--- src/rtl/aes_reg_sequencer.sv ---
// AES-128 register-file sequencer: gathers 4 data and 4 key words, runs the
// external AES/invAES core for a fixed latency and writes the 4 result words back.
module aes_reg_sequencer #(
   parameter int AES_LATENCY = 12,
   parameter int REG_AW      = 5
) (
   input  logic              RST,
   input  logic              CLK_DC,
   input  logic              start,
   input  logic              mode,
   input  logic [REG_AW-1:0] src_base,
   input  logic [REG_AW-1:0] key_base,
   input  logic [REG_AW-1:0] dst_base,
   output logic              reg_req,
   input  logic              reg_gnt,
   output logic [REG_AW-1:0] ra,
   input  logic [31:0]       rd,
   output logic [REG_AW-1:0] wa,
   output logic [31:0]       wd,
   output logic              we,
   output logic [127:0]      aes_data,
   output logic [127:0]      aes_key,
   output logic              aes_sel_inv,
   input  logic [127:0]      aes_result,
   output logic              busy,
   output logic              done,
   output logic              stall
);

   localparam logic [2:0] S_IDLE      = 3'd0;
   localparam logic [2:0] S_WAIT_GNT  = 3'd1;
   localparam logic [2:0] S_LOAD      = 3'd2;
   localparam logic [2:0] S_RUN       = 3'd3;
   localparam logic [2:0] S_WAIT_GNT2 = 3'd4;
   localparam logic [2:0] S_WRITE     = 3'd5;
   localparam logic [2:0] S_DONE      = 3'd6;

   logic [2:0]        state_q, state_d;
   logic              mode_q, mode_d;
   logic [REG_AW-1:0] src_q, src_d, kb_q, kb_d, dst_q, dst_d;
   logic [3:0]        cnt_q, cnt_d;
   logic              rd_pend_q, rd_pend_d;
   logic [7:0]        run_q, run_d;
   logic [127:0]      data_q, data_d, key_q, key_d, res_q, res_d;

   logic              issue, wr_go;
   logic [REG_AW-1:0] rd_addr, wr_addr;
   logic [2:0]        cap_idx;
   logic [31:0]       wr_word;

   always_comb begin
      issue   = (state_q == S_LOAD) && reg_gnt && (cnt_q < 4'd8);
      wr_go   = (state_q == S_WRITE) && reg_gnt;
      rd_addr = (cnt_q[2] ? kb_q : src_q) + REG_AW'(cnt_q[1:0]);
      wr_addr = dst_q + REG_AW'(cnt_q[1:0]);
      // the word returning this cycle was issued when cnt was one lower
      cap_idx = 3'(cnt_q - 4'd1);
      case (cnt_q[1:0])
         2'd0:    wr_word = res_q[127:96];
         2'd1:    wr_word = res_q[95:64];
         2'd2:    wr_word = res_q[63:32];
         default: wr_word = res_q[31:0];
      endcase
   end

   always_comb begin
      state_d   = state_q;
      mode_d    = mode_q;
      src_d     = src_q;
      kb_d      = kb_q;
      dst_d     = dst_q;
      cnt_d     = cnt_q;
      run_d     = run_q;
      data_d    = data_q;
      key_d     = key_q;
      res_d     = res_q;
      rd_pend_d = issue;
      case (state_q)
         S_IDLE: begin
            if (start) begin
               mode_d  = mode;
               src_d   = src_base;
               kb_d    = key_base;
               dst_d   = dst_base;
               cnt_d   = '0;
               state_d = S_WAIT_GNT;
            end
         end
         S_WAIT_GNT: begin
            if (reg_gnt) begin
               cnt_d   = '0;
               state_d = S_LOAD;
            end
         end
         S_LOAD: begin
            if (issue) cnt_d = cnt_q + 4'd1;
            if (rd_pend_q) begin
               if (!cap_idx[2]) data_d[(3 - int'(cap_idx[1:0]))*32 +: 32] = rd;
               else             key_d[(3 - int'(cap_idx[1:0]))*32 +: 32]  = rd;
            end
            if (cnt_q == 4'd8) begin
               run_d   = '0;
               state_d = S_RUN;
            end
         end
         S_RUN: begin
            if (run_q == 8'(AES_LATENCY - 1)) begin
               res_d   = aes_result;
               cnt_d   = '0;
               state_d = S_WAIT_GNT2;
            end else begin
               run_d = run_q + 8'd1;
            end
         end
         S_WAIT_GNT2: begin
            if (reg_gnt) state_d = S_WRITE;
         end
         S_WRITE: begin
            if (reg_gnt) begin
               if (cnt_q[1:0] == 2'd3) state_d = S_DONE;
               else                    cnt_d   = cnt_q + 4'd1;
            end
         end
         default: state_d = S_IDLE;
      endcase
   end

   always_ff @(posedge CLK_DC or negedge RST) begin
      if (!RST) begin
         state_q   <= S_IDLE;
         mode_q    <= 1'b0;
         src_q     <= '0;
         kb_q      <= '0;
         dst_q     <= '0;
         cnt_q     <= '0;
         rd_pend_q <= 1'b0;
         run_q     <= '0;
         data_q    <= '0;
         key_q     <= '0;
         res_q     <= '0;
      end else begin
         state_q   <= state_d;
         mode_q    <= mode_d;
         src_q     <= src_d;
         kb_q      <= kb_d;
         dst_q     <= dst_d;
         cnt_q     <= cnt_d;
         rd_pend_q <= rd_pend_d;
         run_q     <= run_d;
         data_q    <= data_d;
         key_q     <= key_d;
         res_q     <= res_d;
      end
   end

   // register x0 is hardwired: its write slot is consumed without a strobe
   assign ra          = issue ? rd_addr : '0;
   assign wa          = wr_go ? wr_addr : '0;
   assign wd          = wr_go ? wr_word : '0;
   assign we          = wr_go && (wr_addr != '0);
   assign reg_req     = (state_q == S_WAIT_GNT) || (state_q == S_LOAD) ||
                        (state_q == S_WAIT_GNT2) || (state_q == S_WRITE);
   assign stall       = reg_req;
   assign busy        = (state_q != S_IDLE);
   assign done        = (state_q == S_DONE);
   assign aes_data    = data_q;
   assign aes_key     = key_q;
   assign aes_sel_inv = mode_q;

endmodule

--- config.mk ---
export PLATFORM = sky130hd
export DESIGN_NAME = aes_reg_sequencer
export DESIGN_NICKNAME = d
export VERILOG_FILES = /design/src/rtl/aes_reg_sequencer.sv
export SDC_FILE = /design/constraint.sdc
export NUM_CORES = 1
export LEC_CHECK = 0
export CORE_ASPECT_RATIO = 1.75
export CORE_MARGIN = 8
export CORE_UTILIZATION = 44
export DETAILED_ROUTE_END_ITERATION = 8
export PLACE_DENSITY = 0.77
export REMOVE_ABC_BUFFERS = 1
export SLEW_MARGIN = 20
export SYNTH_ARGS = -nofsm -noshare
export SYNTH_HDL_FRONTEND = slang
export SYNTH_SLANG_ARGS = --single-unit
--- constraint.sdc ---
create_clock -name CLK_DC -period 2.2 [get_ports CLK_DC]
set_input_delay 0.44 -clock CLK_DC [delete_from_list [all_inputs] [get_ports CLK_DC]]
set_output_delay 0.44 -clock CLK_DC [all_outputs]
set_load 0.1 [all_outputs]
==> results.ini <==
[yosys]
avgSynthCellArea_um2=11.4
synthCells=1528
synth_edf_count=0
synth_common_cells=dfrtp_1 (416), nand2_1 (300), o31ai_1 (193)
async_flop_share_pct=100
ys_warn_count=0
synth.most_common_cell=dfrtp_1
synthDistinctLibCells=47
synth_area_leaders=dfrtp_1 (60%), mux2_2 (9.5%), o31ai_1 (8.3%), nand2_1 (6.5%), clkbuf_1 (1.9%)
synth-seq-area-share_pct=59.8
synthFlopType=dfrtp_1
synth_top_cell_area_share_pct=59.8
synth_area_um2=17400
yosysTopAreaCell=dfrtp_1
ys_ff_latch=416

[die]
ios=484
start_util_pct=44.4
dieHeight_um=279
die_x_um=166
dieArea_um2=46400
coreArea_um2=39200
rows=96

[worst_setup_path]
critPathLaunch=cnt_q[1]$_DFFE_PN0P_
crit_arrival_ns=2.46
cp_top_family=buffers and inverters
cp_common_cell=buf_4
timing.rr.start=cnt_q[1]$_DFFE_PN0P_
path_max_fanout=8
cp-start-kind=flop
worstRegToRegCells=9
crit_buf_inv=4
slowest_stage=dfrtp_1
worst_setup_path_end_kind=output port
path_cells=buf_4 -> buf_8 -> fa_2 -> nor3_4 -> a31oi_4 -> nor3_2 -> a21oi_1 -> buf_4 -> buf_12
path_class=reg -> out
regToRegEndpoint=aes_key[51]$_DFFE_PN0P_
required_ns=1.76
critPathMaxStageDelay_ns=0.42
r2r_setup_slack_ns=-0.07

[placed_design]
dpl.cell_count=2479
dp.final_hpwl_mm=41.5
place_congestion=0.873
io_buffers=483
dpl-instance-area_um2=23300

[routing]
wl_per_cell_um=24.2
drcViolationCount=0
drt_iter0_markers=1279
drt_pass1_iterations=8
wl_mm=62.8
vias_per_cell=5.69
vias=14793
final_antenna_net_count=0

[job]
cap_violations=0

[timing]
hold_viol_final=0
slew_viol_final=0
finalCritPeriodShare_pct=132
max_freq_mhz=345
finalSetupViolCount=61
setup_ws_ns=-0.696
rsz0062_at_grt=true
worstMarginPinSlew_ns=0.496
period_needed_ns=2.90
slew_headroom_pct=66.9
fin_worst_skew_ns=0.0217

[status]
violations=negative setup slack
outcome=complete, but fails checks

[clock_network]
clkSlewWorstSetupHoldPaths_ns=0.06
cts_sinks=416
root_buffer=clkbuf_16
cts_tree=built
htreeDepth=2
clock_path_buffers=3
numCtsBuffers=39
clk_latency_ns=0.54

[final_layout]
final_area_um2=25900
area_growth_pct=49.1
finalNetCount=2265
drive_above_1_share_pct=38.1
stdcell_count=2600

[grt]
antenna_found_initial=11
grt_pass1_wl_mm=91.1
grtUsageTotal_pct=24.9
grt-ovfl-total=0
grt_pass1_vias=15441
grt_max_degree=71

[power]
powerDensity_nw_per_um2=1340
p_leak_uw=0.0117
ir_worst_vdd_v=0.00107
totalPowerFinal_uw=34700

[min_path]
worstHoldPathType=in -> async

## flip-flops by register name, summed over array words and instances, names as in the netlist, 4 cells and up
name / cells
aes_data: 128
aes_key: 128
res_q: 128
run_q: 8
dst_q: 5
kb_q: 5
src_q: 5
cnt_q: 4
## stage by stage
step / setup slack [ns] / setup TNS (ns) / hold slack (ns) / utilization, %
after floorplan: -2.96 / -707.87 / 0.144 / -
after global placement: -0.163 / -0.389 / 0.389 / 59.5
after detailed placement: -0.210 / -0.997 / 0.394 / 59.5
after CTS: -0.659 / -25.00 / 0.412 / 64.4
after global routing: -0.771 / -34.89 / 0.418 / 66.2
final: -0.696 / -24.23 / 0.394 / 66.2
## where the power goes
| group | internal [uW] | switching, uW |
|---|---|---|
| Sequential | 9040 | 940 |
| Clock | 4200 | 2970 |
| Combinational | 4730 | 12800 |
## routing by layer
metal  routed length [um]  GRT usage, %
met5                    0             0
met1                21500          26.0
met2                33400          45.2
met4                 3640          15.3
met3                 4270          5.52
## how the worst max path moves through the flow
stage	end	slack (ns)	cells past startpoint
after floorplan	res_q[0]$_DFFE_PN0P_	-2.96	3
after global placement	ra[2]	-0.16	6
after detailed placement	ra[2]	-0.21	6
after CTS	wd[4]	-0.66	8
after global routing	we	-0.77	9
final	we	-0.70	9
## cell usage in the layout, fill, tap and decap left out, types with 7 or more instances in the layout
cell type / instances
dfrtp_1: 414
buf_4: 325
nand2_1: 294
clkdlybuf4s50_1: 178
o31ai_1: 159
mux2_2: 145
buf_12: 86
o21ai_0: 62
nor2_1: 49
clkbuf_16: 48
nand2b_1: 35
o31ai_2: 34
a222oi_1: 32
nor2_2: 32
a21oi_2: 21
a21oi_1: 17
buf_6: 16
diode_2: 11
nand2_2: 10
xor2_1: 9
clkbuf_8: 8
clkinv_2: 8
o21ai_1: 7
ha_4: 7
## area by class of cell
| cell class | count | area, um^2 |
|---|---|---|
| inverters | 7 | 26.3 |
| clock buffers | 53 | 1130 |
| fillers | 2838 | 13200 |
| diodes | 11 | 27.5 |
| repair buffers | 621 | 6490 |
| well taps | 490 | 613 |
| flip-flops and latches | 416 | 10400 |
| multi-input cells | 986 | 7020 |
| clock inverters | 16 | 224 |
## kinds of logic after synthesis
logic type | count (synthesis) | synth area share (%)
compound gates | 343 | 13.9
simple gates | 464 | 11.4
xor+xnor | 15 | 0.755
flops | 416 | 59.8
fa+ha+maj | 14 | 1.09
mux | 150 | 9.69
buf+inv | 126 | 3.35
## repair_timing
action | 4_1_cts | 5_1_grt
hold endpoints to repair | 34 | 0
endpoints found under the setup margin | 48 | 278
hold buffers | 1 | 0
pin swaps | 32 | 58
buffers inserted | 20 | 9
resized for setup | 63 | 113
cloned | 5 | 9
Power figures use the tool's default switching activity.
